==> src/rtl/uart_tx_buffered_pkg.sv <==
// Shared types and helpers for the buffered UART transmitter.
// The PARITY state exists only when UART_TX_PARITY_EN is defined.
package uart_tx_buffered_pkg;

  typedef enum logic [2:0] {
    ST_IDLE,
    ST_START,
    ST_DATA,
`ifdef UART_TX_PARITY_EN
    ST_PARITY,
`endif
    ST_STOP
  } state_t;

  // Bit period in clock cycles, rounded to nearest.
  function automatic int unsigned calc_div(input int unsigned clk_hz, input int unsigned baud);
    return (clk_hz + baud / 2) / baud;
  endfunction

endpackage

==> src/rtl/uart_tx_buffered_fifo.sv <==
// Synchronous FIFO holding characters queued for transmission.
// Pushes while full and pops while empty are ignored.
module uart_tx_fifo #(
  parameter int unsigned WIDTH = 8,
  parameter int unsigned DEPTH = 16
) (
  input  logic                     clk,
  input  logic                     rst_n,
  input  logic                     push,
  input  logic                     pop,
  input  logic [WIDTH-1:0]         din,
  output logic [WIDTH-1:0]         dout,
  output logic [$clog2(DEPTH):0]   count,
  output logic                     full,
  output logic                     empty
);

  localparam int unsigned AW = $clog2(DEPTH);
  localparam int unsigned CW = AW + 1;

  logic [WIDTH-1:0] mem [DEPTH];
  logic [AW-1:0]    wr_ptr;
  logic [AW-1:0]    rd_ptr;
  logic             push_ok;
  logic             pop_ok;

  assign full    = (count == CW'(DEPTH));
  assign empty   = (count == '0);
  assign push_ok = push & ~full;
  assign pop_ok  = pop & ~empty;
  assign dout    = mem[rd_ptr];

  always_ff @(posedge clk or negedge rst_n) begin
    if (!rst_n) begin
      wr_ptr <= '0;
      rd_ptr <= '0;
      count  <= '0;
    end else begin
      if (push_ok) wr_ptr <= wr_ptr + AW'(1);
      if (pop_ok)  rd_ptr <= rd_ptr + AW'(1);
      case ({push_ok, pop_ok})
        2'b10:   count <= count + CW'(1);
        2'b01:   count <= count - CW'(1);
        default: count <= count;
      endcase
    end
  end

  always_ff @(posedge clk) begin
    if (push_ok) mem[wr_ptr] <= din;
  end

endmodule

==> src/rtl/uart_tx_buffered.sv <==
// Buffered UART transmitter: FIFO of characters drained by a baud-rate FSM.
// Define UART_TX_PARITY_EN to insert a parity bit between data and stop bits.
module uart_tx_buffered
  import uart_tx_buffered_pkg::*;
#(
  parameter int unsigned CLK_HZ     = 100000000,
  parameter int unsigned BAUD       = 115200,
  parameter int unsigned DATA_BITS  = 8,
  parameter int unsigned STOP_BITS  = 1,
  parameter int unsigned FIFO_DEPTH = 16,
  parameter int unsigned PARITY_ODD = 0
) (
  input  logic                          sys_clk_i,
  input  logic                          sys_rstn_i,
  input  logic                          uart_wr_i,
  input  logic [DATA_BITS-1:0]          uart_dat_i,
  input  logic                          clr_ovf_i,
  output logic                          uart_tx,
  output logic                          fifo_full_o,
  output logic                          fifo_empty_o,
  output logic [$clog2(FIFO_DEPTH):0]   fifo_count_o,
  output logic                          tx_busy_o,
  output logic                          ovf_o
);

  localparam int unsigned DIV   = calc_div(CLK_HZ, BAUD);
  localparam int unsigned CNT_W = $clog2(DIV);
  localparam logic [CNT_W-1:0] RELOAD    = CNT_W'(DIV - 1);
  localparam logic [3:0]       LAST_DATA = 4'(DATA_BITS - 1);
  localparam logic [3:0]       LAST_STOP = 4'(STOP_BITS - 1);

  state_t               state, state_nx;
  logic [CNT_W-1:0]     cnt, cnt_nx;
  logic [3:0]           idx, idx_nx;
  logic [DATA_BITS-1:0] shift, shift_nx;
  logic                 tx_q, tx_nx;
  logic                 ovf_q;
  logic                 pop;
  logic [DATA_BITS-1:0] head;
  logic                 full, empty;

  uart_tx_fifo #(
    .WIDTH(DATA_BITS),
    .DEPTH(FIFO_DEPTH)
  ) u_fifo (
    .clk   (sys_clk_i),
    .rst_n (sys_rstn_i),
    .push  (uart_wr_i),
    .pop   (pop),
    .din   (uart_dat_i),
    .dout  (head),
    .count (fifo_count_o),
    .full  (full),
    .empty (empty)
  );

`ifdef UART_TX_PARITY_EN
  logic par, par_nx;
`else
  logic unused_parity_cfg;
  assign unused_parity_cfg = (PARITY_ODD != 0);
`endif

  // The line register follows the current state, so the serial output
  // trails every state change by one cycle while each bit still lasts DIV.
  always_comb begin
    state_nx = state;
    cnt_nx   = cnt;
    idx_nx   = idx;
    shift_nx = shift;
    tx_nx    = 1'b1;
    pop      = 1'b0;
`ifdef UART_TX_PARITY_EN
    par_nx   = par;
`endif
    case (state)
      ST_IDLE: begin
        if (!empty) pop = 1'b1;
      end
      ST_START: begin
        tx_nx = 1'b0;
        if (cnt == '0) begin
          cnt_nx   = RELOAD;
          state_nx = ST_DATA;
        end else cnt_nx = cnt - CNT_W'(1);
      end
      ST_DATA: begin
        tx_nx = shift[0];
        if (cnt == '0) begin
          cnt_nx   = RELOAD;
          shift_nx = shift >> 1;
          if (idx == LAST_DATA) begin
            idx_nx = '0;
`ifdef UART_TX_PARITY_EN
            state_nx = ST_PARITY;
`else
            state_nx = ST_STOP;
`endif
          end else idx_nx = idx + 4'd1;
        end else cnt_nx = cnt - CNT_W'(1);
      end
`ifdef UART_TX_PARITY_EN
      ST_PARITY: begin
        tx_nx = par;
        if (cnt == '0) begin
          cnt_nx   = RELOAD;
          state_nx = ST_STOP;
        end else cnt_nx = cnt - CNT_W'(1);
      end
`endif
      ST_STOP: begin
        tx_nx = 1'b1;
        if (cnt == '0) begin
          if (idx == LAST_STOP) begin
            idx_nx = '0;
            if (!empty) pop = 1'b1;
            else begin
              cnt_nx   = '0;
              state_nx = ST_IDLE;
            end
          end else begin
            idx_nx = idx + 4'd1;
            cnt_nx = RELOAD;
          end
        end else cnt_nx = cnt - CNT_W'(1);
      end
      default: state_nx = ST_IDLE;
    endcase
    if (pop) begin
      shift_nx = head;
      cnt_nx   = RELOAD;
      idx_nx   = '0;
      state_nx = ST_START;
`ifdef UART_TX_PARITY_EN
      par_nx   = (^head) ^ (PARITY_ODD != 0);
`endif
    end
  end

  always_ff @(posedge sys_clk_i or negedge sys_rstn_i) begin
    if (!sys_rstn_i) begin
      state <= ST_IDLE;
      cnt   <= '0;
      idx   <= '0;
      shift <= '0;
      tx_q  <= 1'b1;
      ovf_q <= 1'b0;
`ifdef UART_TX_PARITY_EN
      par   <= 1'b0;
`endif
    end else begin
      state <= state_nx;
      cnt   <= cnt_nx;
      idx   <= idx_nx;
      shift <= shift_nx;
      tx_q  <= tx_nx;
`ifdef UART_TX_PARITY_EN
      par   <= par_nx;
`endif
      if (uart_wr_i && full) ovf_q <= 1'b1;
      else if (clr_ovf_i)    ovf_q <= 1'b0;
    end
  end

  assign uart_tx      = tx_q;
  assign fifo_full_o  = full;
  assign fifo_empty_o = empty;
  assign tx_busy_o    = (state != ST_IDLE) | ~empty;
  assign ovf_o        = ovf_q;

endmodule

==> config.mk <==
export PLATFORM = sky130hd
export DESIGN_NAME = uart_tx_buffered
export DESIGN_NICKNAME = d
export VERILOG_FILES = /design/src/rtl/uart_tx_buffered_pkg.sv /design/src/rtl/uart_tx_buffered_fifo.sv /design/src/rtl/uart_tx_buffered.sv
export SDC_FILE = /design/constraint.sdc
export NUM_CORES = 1
export LEC_CHECK = 0
export ABC_AREA = 1
export BUFFER_PORTS_ARGS = -buffer_cell sky130_fd_sc_hd__buf_4
export CORE_UTILIZATION = 60
export DETAILED_ROUTE_END_ITERATION = 10
export PLACE_DENSITY_LB_ADDON = 0.1
export SYNTH_ARGS = -nofsm -noshare
export SYNTH_HDL_FRONTEND = slang
export SYNTH_HIERARCHICAL = 1
export SYNTH_SLANG_ARGS = --single-unit
==> constraint.sdc <==
create_clock -name sys_clk_i -period 5 [get_ports sys_clk_i]
set_clock_uncertainty 0.05 [all_clocks]
set_input_delay 0.5 -clock sys_clk_i [delete_from_list [all_inputs] [get_ports sys_clk_i]]
set_output_delay 0.5 -clock sys_clk_i [all_outputs]
set_load 0.02 [all_outputs]
[After elaboration in Yosys (flattened, before gate mapping)]
Memories as Yosys holds them, arrays and structs flattened.
Cells that the tools add are included.
Cells by class
  $add $sub $neg: 6
  eq/ne operators: 15
  mux-type cells: 33
  bitwise logic cells: 5
  reduce and logical (&&, ||, !) cells: 17
Operators with widths (count)
  $mux W10: 5
  $mux W8: 3
  $mux W3: 7
  $mux W4: 5
  $pmux W10 S2: 1
  $ne A3 B2 Y1 const B: 6
  $add A4 B1 Y4 const B: 3
  $pmux W3 S4: 1
  $logic_not A10 Y1: 1
  $pmux W5 S2: 1
  $sub A10 B1 Y10 const B: 1
  $reduce_bool A3 Y1: 3
  $pmux W4 S2: 1
  $reduce_bool A2 Y1: 4
  $mux W1: 7
  $reduce_and A7 Y1: 1
  $eq A3 B2 Y1 const B: 2
  $add A5 B1 Y5 const B: 1
  $eq A5 B5 Y1 const B: 1
  $logic_not A5 Y1: 1
  $ne A5 B4 Y1 const B: 1
  $sub A5 B1 Y5 const B: 1
  $eq A4 B3 Y1 const B: 1
  $logic_not A4 Y1: 1
  other kinds (13): 17
Storage, ports and cells
  flip-flop bits (word level): 40
  memory bits (writable): 128
  bits of input ports: 12
  output and inout port bits: 10
  logic and storage cells: 86
  memories: 1
Memories
  u_fifo.mem: words 16, width 8, read ports 1, clocked after Yosys merged registers in 0, write ports 1, line uart_tx_buffered_fifo.sv:21  | logic [WIDTH-1:0] mem [DEPTH];

[Logic depth before layout (Yosys ltp)]
Gate-level depths: netlist (run 1).
  depth after elaboration: 8
  mapped depth: 22
  mapped depth without buffers: 21

[Modules after synthesis]
The synthesis (run 1) kept the hierarchy.
Modules (own cells, without submodules)
  uart_tx_fifo: instances 1, cells an instance 621, area an instance 6236.0 um^2, seq. area each 4169.0 um^2
  uart_tx_buffered: instances 1, cells an instance 240, area an instance 1811.7 um^2, seq. area each 651.9 um^2

[Worst setup path after synthesis (run 1)]
No wires, ideal clock.
  path kind: register -> register
  from: register u_fifo.count[0]
  to: register u_fifo.count[4]
  library setup time: 0.116 ns
  arrival time: 2.870 ns
  setup slack: 1.963 ns
  stages on the path, launching flop included: 23
  path buffers: 1
  period minus slack after synthesis: 3.037 ns
  path through: dfrtp_1 > inv_1 > nand4_1 > inv_1 > nor2_1 > nand4_4 > nand2_2 > nand2_4 > buf_6 > inv_1 > nand2_1 > inv_1 > ha_1 > inv_1 > fa_1 > inv_1 > nand2_1 > nand2_1 > nand2_1 > nand2_1 > nand2_1 > nand2_1 > nand2_1
Between the ends
  cells in the longest elaborated chain, start to end: 8
  elaborated cells on any way between the ends: 16
Ends and longest elaborated chain
  start: declaration: line uart_tx_buffered_fifo.sv:13  | output logic [$clog2(DEPTH):0] count,
  start signal: assignment: line uart_tx_buffered_fifo.sv:42  | 2'b10: count <= count + CW'(1);
  start signal: assignment: line uart_tx_buffered_fifo.sv:43  | 2'b01: count <= count - CW'(1);
  start signal: assignment: line uart_tx_buffered_fifo.sv:44  | default: count <= count;
  $logic_not A5 Y1 (*): line uart_tx_buffered_fifo.sv:28  | assign empty = (count == '0);
  named net fifo_empty_o: line uart_tx_buffered.sv:20  | output logic fifo_empty_o,
  $mux W1 (*): line uart_tx_buffered.sv:78, uart_tx_buffered.sv:116
  $mux W1: line uart_tx_buffered.sv:114  | if (idx == LAST_STOP) begin
  $mux W1: line uart_tx_buffered.sv:113  | if (cnt == '0) begin
  $pmux W1 S2 (*): line uart_tx_buffered.sv:76  | case (state)
  named net pop: line uart_tx_buffered.sv:38  | logic pop;
  $and A1 B1 Y1 (*): line uart_tx_buffered_fifo.sv:30  | assign pop_ok = pop & ~empty;
  named net u_fifo.pop_ok: line uart_tx_buffered_fifo.sv:25  | logic pop_ok;
  $eq A2 B1 Y1 / $eq A2 B2 Y1 (equally long branches): line uart_tx_buffered_fifo.sv:41  | case ({push_ok, pop_ok})
  $pmux W5 S2 / $reduce_bool A2 Y1 (equally long branches)
Mark *: on every way through the listed nets, which the timed path passes. The rest lies on a longest branch.
A chain may end at the register's enable or synchronous reset.

[Final worst setup path (run 1)]
  from: register u_fifo.count[0]
  to: register u_fifo.count[4]
Between the ends
  cells in the longest elaborated chain, start to end: 8
  elaborated cells on any way between the ends: 16
Ends and longest elaborated chain (line)
  $logic_not A5 Y1 (*): uart_tx_buffered_fifo.sv:28
  $mux W1 (*): uart_tx_buffered.sv:78, uart_tx_buffered.sv:116
  $mux W1: uart_tx_buffered.sv:114
  $mux W1: uart_tx_buffered.sv:113
  $pmux W1 S2 (*): uart_tx_buffered.sv:76
  named net pop: uart_tx_buffered.sv:38
  $and A1 B1 Y1 (*): uart_tx_buffered_fifo.sv:30
  named net u_fifo.pop_ok: uart_tx_buffered_fifo.sv:25
  $eq A2 B1 Y1 / $eq A2 B2 Y1 (equally long branches): uart_tx_buffered_fifo.sv:41
  $pmux W5 S2 / $reduce_bool A2 Y1 (equally long branches)
Marks and branches as above.

==> results of run 1 <==
## critical path, cell delays in order, from the launching register on
cell	delay, ns
sky130_fd_sc_hd__dfrtp_1	0.40
sky130_fd_sc_hd__inv_1	0.11
sky130_fd_sc_hd__nand4_1	0.18
sky130_fd_sc_hd__inv_1	0.13
sky130_fd_sc_hd__nor2_1	0.21
sky130_fd_sc_hd__nand4_4	0.14
sky130_fd_sc_hd__nand2_2	0.23
sky130_fd_sc_hd__nand2_4	0.24
sky130_fd_sc_hd__inv_1	0.14
sky130_fd_sc_hd__nand2_1	0.15
sky130_fd_sc_hd__inv_1	0.14
sky130_fd_sc_hd__ha_1	0.26
sky130_fd_sc_hd__inv_1	0.11
sky130_fd_sc_hd__fa_1	0.42
sky130_fd_sc_hd__inv_1	0.07
sky130_fd_sc_hd__nand2_1	0.05
sky130_fd_sc_hd__nand2_1	0.07
sky130_fd_sc_hd__nand2_1	0.05
sky130_fd_sc_hd__nand2_1	0.07
sky130_fd_sc_hd__nand2_1	0.05
sky130_fd_sc_hd__nand2_1	0.06
sky130_fd_sc_hd__nand2_1	0.05
## kinds of logic after synthesis
logic type | Yosys count | share of synthesized area
xor+xnor | 14 | 0.0152
buf+inv | 125 | 0.0665
compound gates | 38 | 0.0312
simple gates | 500 | 0.261
flops | 167 | 0.599
fa+ha+maj | 17 | 0.0274
## sequential cells by signal, summed over array words and instances, names as in the netlist
| register | count |
|---|---|
| shift | 8 |
| uart_tx | 1 |
| ovf_o | 1 |
| u_fifo/count | 5 |
| u_fifo/rd_ptr | 4 |
| cnt | 10 |
| u_fifo/wr_ptr | 4 |
| idx | 4 |
| u_fifo/mem | 128 |
| state | 2 |
## cell usage after synthesis, drive strengths merged
| library cell | instances | area (um2) |
|---|---|---|
| edfxtp | 128 | 3840 |
| dfrtp | 38 | 951 |
| nand4 | 5 | 46.3 |
| o21ai | 27 | 176 |
| o2111ai | 4 | 35.0 |
| nand3 | 75 | 385 |
| o211ai | 2 | 15.0 |
| dfstp | 1 | 26.3 |
| xor2 | 9 | 78.8 |
| nor3b | 1 | 7.51 |
| or2 | 2 | 12.5 |
| ha | 16 | 200 |
| xnor2 | 5 | 43.8 |
| nand2 | 330 | 1270 |
| fa | 1 | 20.0 |
| inv | 98 | 368 |
| buf | 23 | 153 |
| clkbuf | 4 | 15.0 |
| nor2 | 86 | 367 |
| nor3 | 1 | 5.00 |
| a21oi | 5 | 25.0 |
## worst min path at each step
| stage | end | depth (start not counted) |
|---|---|---|
| floorplan | cnt[0] | 0 |
| global placement | shift[6] | 2 |
| detailed placement | shift[4] | 2 |
| CTS | u_fifo/wr_ptr[1] | 1 |
| global route | u_fifo/count[3] | 1 |
| finish | u_fifo/count[3] | 1 |
## power by group through the flow
| stage | logic [W] | clock network [W] | registers [W] |
|---|---|---|---|
| after floorplan | 0.000238 | 0 | 0.00173 |
| after global placement | 0.000395 | 0 | 0.00171 |
| after detailed placement | 0.000414 | 0 | 0.00172 |
| after CTS | 0.000417 | 0.00130 | 0.00169 |
| after global routing | 0.000465 | 0.00136 | 0.00170 |
| final | 0.000420 | 0.00129 | 0.00169 |
## layer usage
metal | share of wire | vias to the layer above | track usage
met3 | 0.051 | 30 | 0.0518
li1 | - | 2789 | -
met2 | 0.49 | 201 | 0.443
met5 | 0 | - | 0
met4 | 0.026 | 0 | 0.115
met1 | 0.43 | 2729 | 0.333
## stage by stage
| stage | power [W] | area (um2) | hold WS (ns) |
|---|---|---|---|
| 5_1_grt | 0.00352 | 8840 | 0.0464 |
| 3_3_place_gp | 0.00211 | 8260 | 0.407 |
| 2_1_floorplan | 0.00197 | 8050 | 0.154 |
| 4_1_cts | 0.00341 | 8840 | 0.0139 |
| 3_5_place_dp | 0.00213 | 8260 | 0.410 |
| 6_report | 0.00340 | 8840 | 0.00587 |
## cell type report
cell class / instances / area [um2] / area share
clock inverters: 13 / 145 / 0.0164
inverters: 98 / 368 / 0.0416
multi-input cells: 569 / 2690 / 0.304
repair buffers: 22 / 165 / 0.0187
well taps: 172 / 215 / 0.0243
clock buffers: 19 / 433 / 0.0490
flip-flops and latches: 167 / 4820 / 0.546
==> run summary, run 1 <==
Status: finished, final reports clean
Final hold violation count: 0
Number of unique standard cell types used by synthesis: 35
Weighted congestion reported at the end of routability-driven placement: 0.846
DRC viols: 0
Yosys reg bits: 167
Post-Syn Instances: 861
Fin util: 0.689
Number of placed instances with taps included: 1028
First-pass GRT wire length: 28000 um
Capturing element of the worst setup path: u_fifo/count[4]
Drt total wl: 17000 um
Worst setup path category: register to register
Clock Root Buffer: sky130_fd_sc_hd__clkbuf_16
Portion of total power attributed to sequential cells: 0.497
Final critical path time including I/O delays and setup: 3.47 ns
Data arrival time of the critical path: 3.74 ns
Cell depth of the worst flop-to-flop path: 21
Power density cells: 385 mW/mm2
Peak supply drop: 280 uV
Worst slew margin relative to its limit: 0.398
Summed negative setup slack over all endpoints: 0 ns
Horizontal extent of the die: 118 um
Cell-internal power: 0.00250 W
Cell Area, Synth: 0.00805 mm2
Yosys warns: 6
Leakage power: 3.99 nW
Die area: 0.0139 mm2
Number of setup violations in the final report: 0
Tcrit/Tclk final: 0.695
Sw Pwr: 0.000898 W
Initial detailed-routing violation count: 510
Worst Tran Pin Value: 0.900 ns
CTS Buf Count: 17
Total number of clock tree sinks: 167
Total of buffers placed on input and output ports: 21
Initial core utilization: 0.628
First element of the critical path: u_fifo/count[0]
Post-CTS clock slew at the launch and capture registers of the worst setup and hold paths: 0.06 ns
Number of max-capacitance violations reported: 0
DRT antenna net count: 0
Net total in the final layout: 904
CTS HTree Levels: 4
Iteration count of the initial detailed-routing pass: 5
Estimated wirelength of the detail-placed design: 10900 um
Initial antenna violation count: 0
Signed area change from the synthesized netlist to the final layout: 9.84%
Global-route total usage across every layer: 0.264
Post_cts resized: 0
Area of the core region: 0.0128 mm2
Largest net degree at the start of global routing: 82
Switching share of total power: 0.264
Type of origin of the critical path: register
Part of the power in the clock network: 0.379
Clock insertion delay at the later pin of the skew report: 0.42 ns
Fill count: 984
N_diodes: 0
Fraction of final layout cells sized beyond drive strength 1: 0.0968
Hold Path Class: input port to asynchronous set/reset pin
CP Data Required Time: 5.27 ns
CTS tree: built
RSZ-0062 raised after global routing: false
Slack of the worst reg-to-reg path: 1.53 ns
CTS hold repair buffers: 0
Category of the worst setup path capture point: register
Via Count: 5749
Number of top-level pins: 22
Critical-path maximum fanout: 25
Routed vias/inst: 5.42
Setup WS post-layout: 1.53 ns
Number of global-route vias before repair: 5728
Dpl ws: 1.59 ns
Commonest cells after routing, fill and taps aside: 320 x sky130_fd_sc_hd__nand2_1, 128 x sky130_fd_sc_hd__edfxtp_1, 92 x sky130_fd_sc_hd__inv_1
Placement row count: 41
Maximum buffer depth of the clock tree: 2
Setup Fix Bufs, Post-CTS: 0
RR Startpoint: u_fifo/count[0]
Gate power share: 0.124
Per-cell routed wire length: 16.0 um
Number of non-filler instances in the completed layout: 1060
R2R Path End: u_fifo/count[4]
GRT Residual Overflow: 0
Post-Synthesis Mean Instance Area: 9.35 um2
Commonest non-fill, non-tap cell in the layout: sky130_fd_sc_hd__nand2_1
Synth Net Count: 890
Vertical die dimension: 118 um
Fmax: 288 MHz
Portion of the post-synthesis area used by sequential elements: 0.599
Slew Viols, Final: 0
No activity file was read; power rests on OpenSTA's default activity.
==> run 2, diff against run 1 <==
- CORE_UTILIZATION: 60 -> 56
- clock period: 5 -> 3.06 ns (I/O delays scaled with it)
==> run 2 against run 1 <==
  * Sequential power is 63% higher
  * Critical path depth unchanged
  * Sequential cell count stayed put
  * First-iteration DRC count down 10%
  * Clock power up 60%
  * Power grew 63%
  * Largest cell class unchanged
  * Core utilization down 4.8 points
  * Wire length rose by 0.19%
  * Clock-buffer cell count shrank 1
  * Combinational power rose by 70%
  * Global-route usage is 0.86 points lower
  * Largest power group unchanged
  * Sequential share of layout area is 0.63 points lower
==> run summary, run 2 (synthesis gave the netlist of run 1 again) <==
Status: finished, final reports clean
Clock insertion delay at the later pin of the skew report: 0.44 ns (+0.02 ns)
Fraction of final layout cells sized beyond drive strength 1: 0.115 (+0.0180)
Worst setup path category: register to register
RR Startpoint: u_fifo/count[0]
Hold Path Class: input port to register
Largest net degree at the start of global routing: 82 (unchanged)
DRC viols: 0 (unchanged)
Per-cell routed wire length: 15.8 um (-1.4%)
Critical-path maximum fanout: 5 (-80%)
Slack of the worst reg-to-reg path: 0.26 ns (-1.27 ns)
Category of the worst setup path capture point: register
First-pass GRT wire length: 27900 um (-0.39%)
Endpoint of the worst hold path: ovf_o
Routed vias/inst: 5.25 (-3.3%)
Estimated wirelength of the detail-placed design: 11000 um (+0.89%)
Final critical path time including I/O delays and setup: 2.80 ns (-0.674 ns)
Signed area change from the synthesized netlist to the final layout: 11.1%
Tcrit/Tclk final: 0.915 (+0.220)
Weighted congestion reported at the end of routability-driven placement: 0.836 (-1.2%)
Data arrival time of the critical path: 3.07 ns (-0.67 ns)
Horizontal extent of the die: 122 um (+3.5%)
Number of top-level pins: 22 (unchanged)
Total chip power: 0.00553 W (+63%)
Drt total wl: 17000 um (+0.19%)
Die area: 0.0149 mm2 (+7.0%)
Fmax: 357 MHz (+24%)
Clock Root Buffer: sky130_fd_sc_hd__clkbuf_16
Power density cells: 619 mW/mm2 (+61%)
Area of the core region: 0.0139 mm2 (+8.7%)
Number of global-route vias before repair: 5552 (-3.1%)
Net total in the final layout: 913 (+1.0%)
Number of cells traversed by the worst hold path: 2
Final hold violation count: 0 (unchanged)
Commonest cells after routing, fill and taps aside: 320 x sky130_fd_sc_hd__nand2_1, 128 x sky130_fd_sc_hd__edfxtp_1, 90 x sky130_fd_sc_hd__inv_1
Peak supply drop: 562 uV (+100%)
Number of setup violations in the final report: 0 (unchanged)
Via Count: 5651 (-1.7%)
Commonest non-fill, non-tap cell in the layout: sky130_fd_sc_hd__nand2_1
Slew Viols, Final: 0 (unchanged)
Number of max-capacitance violations reported: 0 (unchanged)
Initial core utilization: 0.578 (-0.0500)
CP Data Required Time: 3.33 ns (-1.94 ns)
Initial antenna violation count: 0 (unchanged)
Startpoint of the lowest-slack hold path: clr_ovf_i
Total number of clock tree sinks: 167 (unchanged)
Worst Tran Pin Value: 0.904 ns (+0.00422 ns)
N_diodes: 0 (unchanged)
Maximum buffer depth of the clock tree: 2 (unchanged)
Placement row count: 43 (+4.9%)
Iteration count of the initial detailed-routing pass: 5 (unchanged)
Total of buffers placed on input and output ports: 21 (unchanged)
Leakage power: 4.02 nW (+0.84%)
CTS tree: built
R2R Path End: u_fifo/count[4]
GRT Residual Overflow: 0 (unchanged)
Biggest register: u_fifo/mem
DRT antenna net count: 0 (unchanged)
Global-route total usage across every layer: 0.255 (-0.00860)
Post-CTS clock slew at the launch and capture registers of the worst setup and hold paths: 0.06 ns (about the same)
Dpl ws: 0.129 ns (-1.46 ns)
Largest register FFs: 128 (unchanged)
Cell depth of the worst flop-to-flop path: 21 (unchanged)
Initial detailed-routing violation count: 458 (-10%)
CTS Buf Count: 17 (unchanged)
CTS HTree Levels: 4 (unchanged)
Top Registers: u_fifo/mem: 128 flops, cnt: 10 flops, shift: 8 flops
Type of origin of the critical path: register
Worst slew margin relative to its limit: 0.395 (-0.00282)
Vertical die dimension: 122 um (+3.5%)
Setup WS post-layout: 0.260 ns (-1.27 ns)
run 2: cell types whose count changed in the layout (fill, tap and decap cells not counted), sizes merged:
cell         before  now
clkbuf           19   18
dlygate4sd3       0    1
buf              22   30
inv             102  104
bufinv            2    1
run 2: timing repair:
action | in CTS | in global routing
hold buffers | 1 | 0
setup endpoints to repair | 0 | 2
endpoints found under the hold margin | 38 | 0
setup buffers | 0 | 3
gates resized for setup | 0 | 8
run 2: cell type report:
class | instances | area (um2)
fillers | 1116 | 4990
flip-flops and latches | 167 | 4820
well taps | 180 | 225
clock buffers | 18 | 429
inverters | 98 | 368
multi-input cells | 569 | 2720
clock inverters | 14 | 141
repair buffers | 31 | 235
run 2: metrics by stage:
stage	utilization	area (um2)	setup TNS [ns]	cells	hold slack [ns]
after floorplan	-	8050	0	861	-0.0396
after global placement	0.596	8310	0	1041	0.263
after detailed placement	0.596	8310	0	1041	0.267
after CTS	0.638	8890	0	1074	0.00141
after global routing	0.642	8940	-0.0517	1077	0.00322
final	0.642	8940	0	1077	0.0161
run 2: worst max path at each step:
stage,from,endpoint,cells after the start
final,u_fifo/count[0],u_fifo/count[4],21
after detailed placement,cnt[0],u_fifo/count[4],21
after CTS,cnt[0],u_fifo/count[4],21
after global placement,u_fifo/count[0],u_fifo/count[4],21
after floorplan,u_fifo/count[0],u_fifo/count[4],22
after global routing,u_fifo/count[0],u_fifo/count[4],21
run 2: layer usage:
| layer | wire, um | vias to the layer above | GRT usage |
|---|---|---|---|
| met2 | 8460 | 148 | 0.429 |
| met5 | 0 | - | 0 |
| li1 | - | 2800 | - |
| met1 | 7350 | 2677 | 0.317 |
| met3 | 779 | 26 | 0.0534 |
| met4 | 409 | 0 | 0.114 |
run 2: report_power, final:
part	total, W	switching [W]	internal, W
logic	0.000713	0.000477	0.000236
clock network	0.00206	0.000917	0.00114
registers	0.00276	0.0000978	0.00266
run 2: worst max-delay path, stage by stage, from the launching register on:
cell and delay [ns]:
sky130_fd_sc_hd__dfrtp_1 0.38, sky130_fd_sc_hd__inv_1 0.10, sky130_fd_sc_hd__nand4_1 0.17, sky130_fd_sc_hd__inv_2 0.09, sky130_fd_sc_hd__nor2_2 0.15, sky130_fd_sc_hd__nand4_4 0.13, sky130_fd_sc_hd__nand2_2 0.12, sky130_fd_sc_hd__nand2_4 0.05
sky130_fd_sc_hd__inv_1 0.10, sky130_fd_sc_hd__nand2_1 0.08, sky130_fd_sc_hd__inv_1 0.10, sky130_fd_sc_hd__ha_2 0.24, sky130_fd_sc_hd__inv_1 0.08, sky130_fd_sc_hd__fa_1 0.41, sky130_fd_sc_hd__inv_1 0.08, sky130_fd_sc_hd__nand2_1 0.05
sky130_fd_sc_hd__nand2_1 0.07, sky130_fd_sc_hd__nand2_1 0.05, sky130_fd_sc_hd__nand2_1 0.05, sky130_fd_sc_hd__nand2_1 0.05, sky130_fd_sc_hd__nand2_1 0.05, sky130_fd_sc_hd__nand2_1 0.04
==> run 3, diff against run 2 <==
- clock period: 3.06 -> 2.55 ns (I/O delays scaled with it)
==> run 3 against run 2 <==
  * Combinational power rose by 50%
  * Critical path depth down 3
  * Sequential power is 20% higher
  * Cell count increased by 3.9%
==> run summary, run 3 (synthesis gave the netlist of run 1 again) <==
Critical-path maximum fanout: 4 (-1)
Per-cell routed wire length: 15.9 um (+0.49%)
Clock Root Buffer: sky130_fd_sc_hd__clkbuf_16
Horizontal extent of the die: 122 um (unchanged)
Number of global-route vias before repair: 5441 (-2.0%)
Global-route total usage across every layer: 0.256 (about the same)
Power density cells: 718 mW/mm2 (+16%)
Number of non-filler instances in the completed layout: 1119 (+3.9%)
Area of the core region: 0.0139 mm2 (unchanged)
Placement row count: 43 (unchanged)
GRT Residual Overflow: 0 (unchanged)
CP Data Required Time: 2.80 ns (-0.53 ns)
First-pass GRT wire length: 28000 um (+0.32%)
RSZ-0062 raised after global routing: true
Largest register FFs: 128 (unchanged)
Cell depth of the worst flop-to-flop path: 18 (-14%)
Worst slack on hold paths: 0.0173 ns (+0.00124 ns)
Category of the worst setup path capture point: register
Cell area reported after detailed placement: 0.00860 mm2 (+3.5%)
Clock insertion delay at the later pin of the skew report: 0.42 ns (-0.02 ns)
Number of max-capacitance violations reported: 0 (unchanged)
Iteration count of the initial detailed-routing pass: 5 (unchanged)
Number of top-level pins: 22 (unchanged)
Final critical path time including I/O delays and setup: 2.53 ns (-0.266 ns)
Total chip power: 0.00670 W (+21%)
Cell-internal power: 0.00485 W (+20%)
Number of placed instances with taps included: 1069 (+2.7%)
Number of setup violations in the final report: 0 (unchanged)
Gate power share: 0.160 (+0.031)
Maximum buffer depth of the clock tree: 2 (unchanged)
Switching share of total power: 0.276 (+0.00614)
Top Registers: u_fifo/mem: 128 flops, cnt: 10 flops, shift: 8 flops
Status: finished, final reports clean
Worst setup path category: register to register
Cell mode on critical path: sky130_fd_sc_hd__nand2_4
Initial detailed-routing violation count: 515 (+12%)
Estimated wirelength of the detail-placed design: 11400 um (+4.0%)
Number of cells traversed by the worst hold path: 3 (+1)
Commonest non-fill, non-tap cell in the layout: sky130_fd_sc_hd__nand2_1
Dpl ws: -0.0600 ns (-0.189 ns)
Crit path cell chain: nor2_2 -> nand4_1 -> inv_2 -> nor2_4 -> nand4_4 -> nand2_4 -> nand2_4 -> inv_4 -> nand2_4 -> inv_4 -> ha_4 -> buf_4 -> ha_4 -> nand3_2 -> nand3_1 -> nand2_1 -> nand3_1 -> o21ai_1
Weighted congestion reported at the end of routability-driven placement: 0.878 (+5.0%)
Via Count: 5855 (+3.6%)
Routed vias/inst: 5.23 (-0.28%)
Total number of clock tree sinks: 167 (unchanged)
DRT antenna net count: 0 (unchanged)
Sw Pwr: 0.00185 W (+24%)
Maximum cell stage delay along the critical path: 0.41 ns (about the same)
Slack of the worst reg-to-reg path: 0.02 ns (-0.24 ns)
Peak supply drop: 548 uV (-2.5%)
N_diodes: 0 (unchanged)
Biggest register: u_fifo/mem
Worst Tran Pin Value: 0.813 ns (-0.0906 ns)
Startpoint of the lowest-slack hold path: uart_wr_i
Final hold violation count: 0 (unchanged)
Fmax: 395 MHz (+11%)
Commonest cells after routing, fill and taps aside: 318 x sky130_fd_sc_hd__nand2_1, 128 x sky130_fd_sc_hd__edfxtp_1, 80 x sky130_fd_sc_hd__inv_1
Vertical die dimension: 122 um (unchanged)
CTS HTree Levels: 4 (unchanged)
Post-CTS clock slew at the launch and capture registers of the worst setup and hold paths: 0.07 ns (about the same)
Endpoint of the worst hold path: ovf_o
Signed area change from the synthesized netlist to the final layout: 15.9%
R2R Path End: u_fifo/count[3]
CTS Buf Count: 17 (unchanged)
Net total in the final layout: 956 (+4.7%)
Die area: 0.0149 mm2 (unchanged)
Data arrival time of the critical path: 2.79 ns (-0.28 ns)
Fill count: 1066 (-4.5%)
Type of origin of the critical path: register
Setup WS post-layout: 0.0165 ns (-0.244 ns)
Initial antenna violation count: 0 (unchanged)
Worst slew margin relative to its limit: 0.458 (+0.0626)
Total of buffers placed on input and output ports: 21 (unchanged)
CTS tree: built
Leakage power: 4.22 nW (+5.0%)
Fraction of final layout cells sized beyond drive strength 1: 0.178 (+0.0630)
RR Startpoint: u_fifo/count[1]
Highest-delay cell along the critical path: sky130_fd_sc_hd__dfrtp_2
Portion of total power attributed to sequential cells: 0.494 (-0.005)
Part of the power in the clock network: 0.346 (-0.026)
Largest net degree at the start of global routing: 82 (unchanged)
Slew Viols, Final: 0 (unchanged)
Initial core utilization: 0.578 (unchanged)
Area of all placed cells without fillers: 0.00933 mm2 (+4.3%)
DRC viols: 0 (unchanged)
Tcrit/Tclk final: 0.994 (+0.0785)
Hold Path Class: input port to register
Drt total wl: 17700 um (+4.4%)
## run 3: per-layer routing
| layer | routed length [um] | vias up | GRT usage | share of wire |
|---|---|---|---|---|
| met3 | 1030 | 10 | 0.0496 | 0.058 |
| met2 | 8540 | 208 | 0.405 | 0.48 |
| met1 | 8010 | 2749 | 0.357 | 0.45 |
| li1 | - | 2888 | - | - |
| met5 | 0 | - | 0 | 0 |
| met4 | 164 | 0 | 0.0787 | 0.0092 |
## run 3: how the worst max path moves through the flow
stage	from	to	slack, ns	depth (start not counted)
3_3_place_gp	cnt[0]	u_fifo/count[4]	0.06	21
3_5_place_dp	cnt[0]	u_fifo/count[4]	-0.06	21
4_1_cts	u_fifo/count[2]	u_fifo/count[3]	0.009	17
2_1_floorplan	u_fifo/count[3]	u_fifo/count[4]	-0.05	22
5_1_grt	u_fifo/count[1]	u_fifo/count[3]	-0.09	18
6_report	u_fifo/count[1]	u_fifo/count[3]	0.02	18
## run 3: per-stage QoR
| stage | utilization | TNS [ns] |
|---|---|---|
| final | 0.669 | 0 |
| after floorplan | - | -0.0573 |
| after detailed placement | 0.617 | -0.0600 |
| after global routing | 0.669 | -0.186 |
| after global placement | 0.617 | 0 |
| after CTS | 0.661 | 0 |
## run 3: timing repair
action,CTS,global route
pin swaps,2,14
endpoints found under the hold margin,39,0
resized for setup,0,13
hold buffers,2,0
buffers inserted,7,10
endpoints found under the setup margin,1,2
## run 3: final cells by class
| class | count | area (um2) | share of cell area |
|---|---|---|---|
| repair buffers | 74 | 573 | 0.0614 |
| clock buffers | 18 | 429 | 0.0460 |
| multi-input cells | 569 | 2800 | 0.300 |
| flip-flops and latches | 167 | 4830 | 0.518 |
| well taps | 180 | 225 | 0.0241 |
| clock inverters | 13 | 98.8 | 0.0106 |
| inverters | 98 | 375 | 0.0402 |
## run 3: critical path: cells and delay by family, from the launching register on
kind | cells | cell delay, ns
buf+inv | 4 | 0.42
fa+ha+maj | 2 | 0.44
flops | 1 | 0.41
compound gates | 1 | 0.07
simple gates | 11 | 1.01
## run 3: power by group through the flow
stage / clock network [W] / registers (W) / logic [W]
finish: 0.00232 / 0.00331 / 0.00107
floorplan: 0 / 0.00340 / 0.000491
detailed placement: 0 / 0.00336 / 0.000957
global route: 0.00247 / 0.00332 / 0.00117
CTS: 0.00236 / 0.00331 / 0.000975
global placement: 0 / 0.00335 / 0.000923
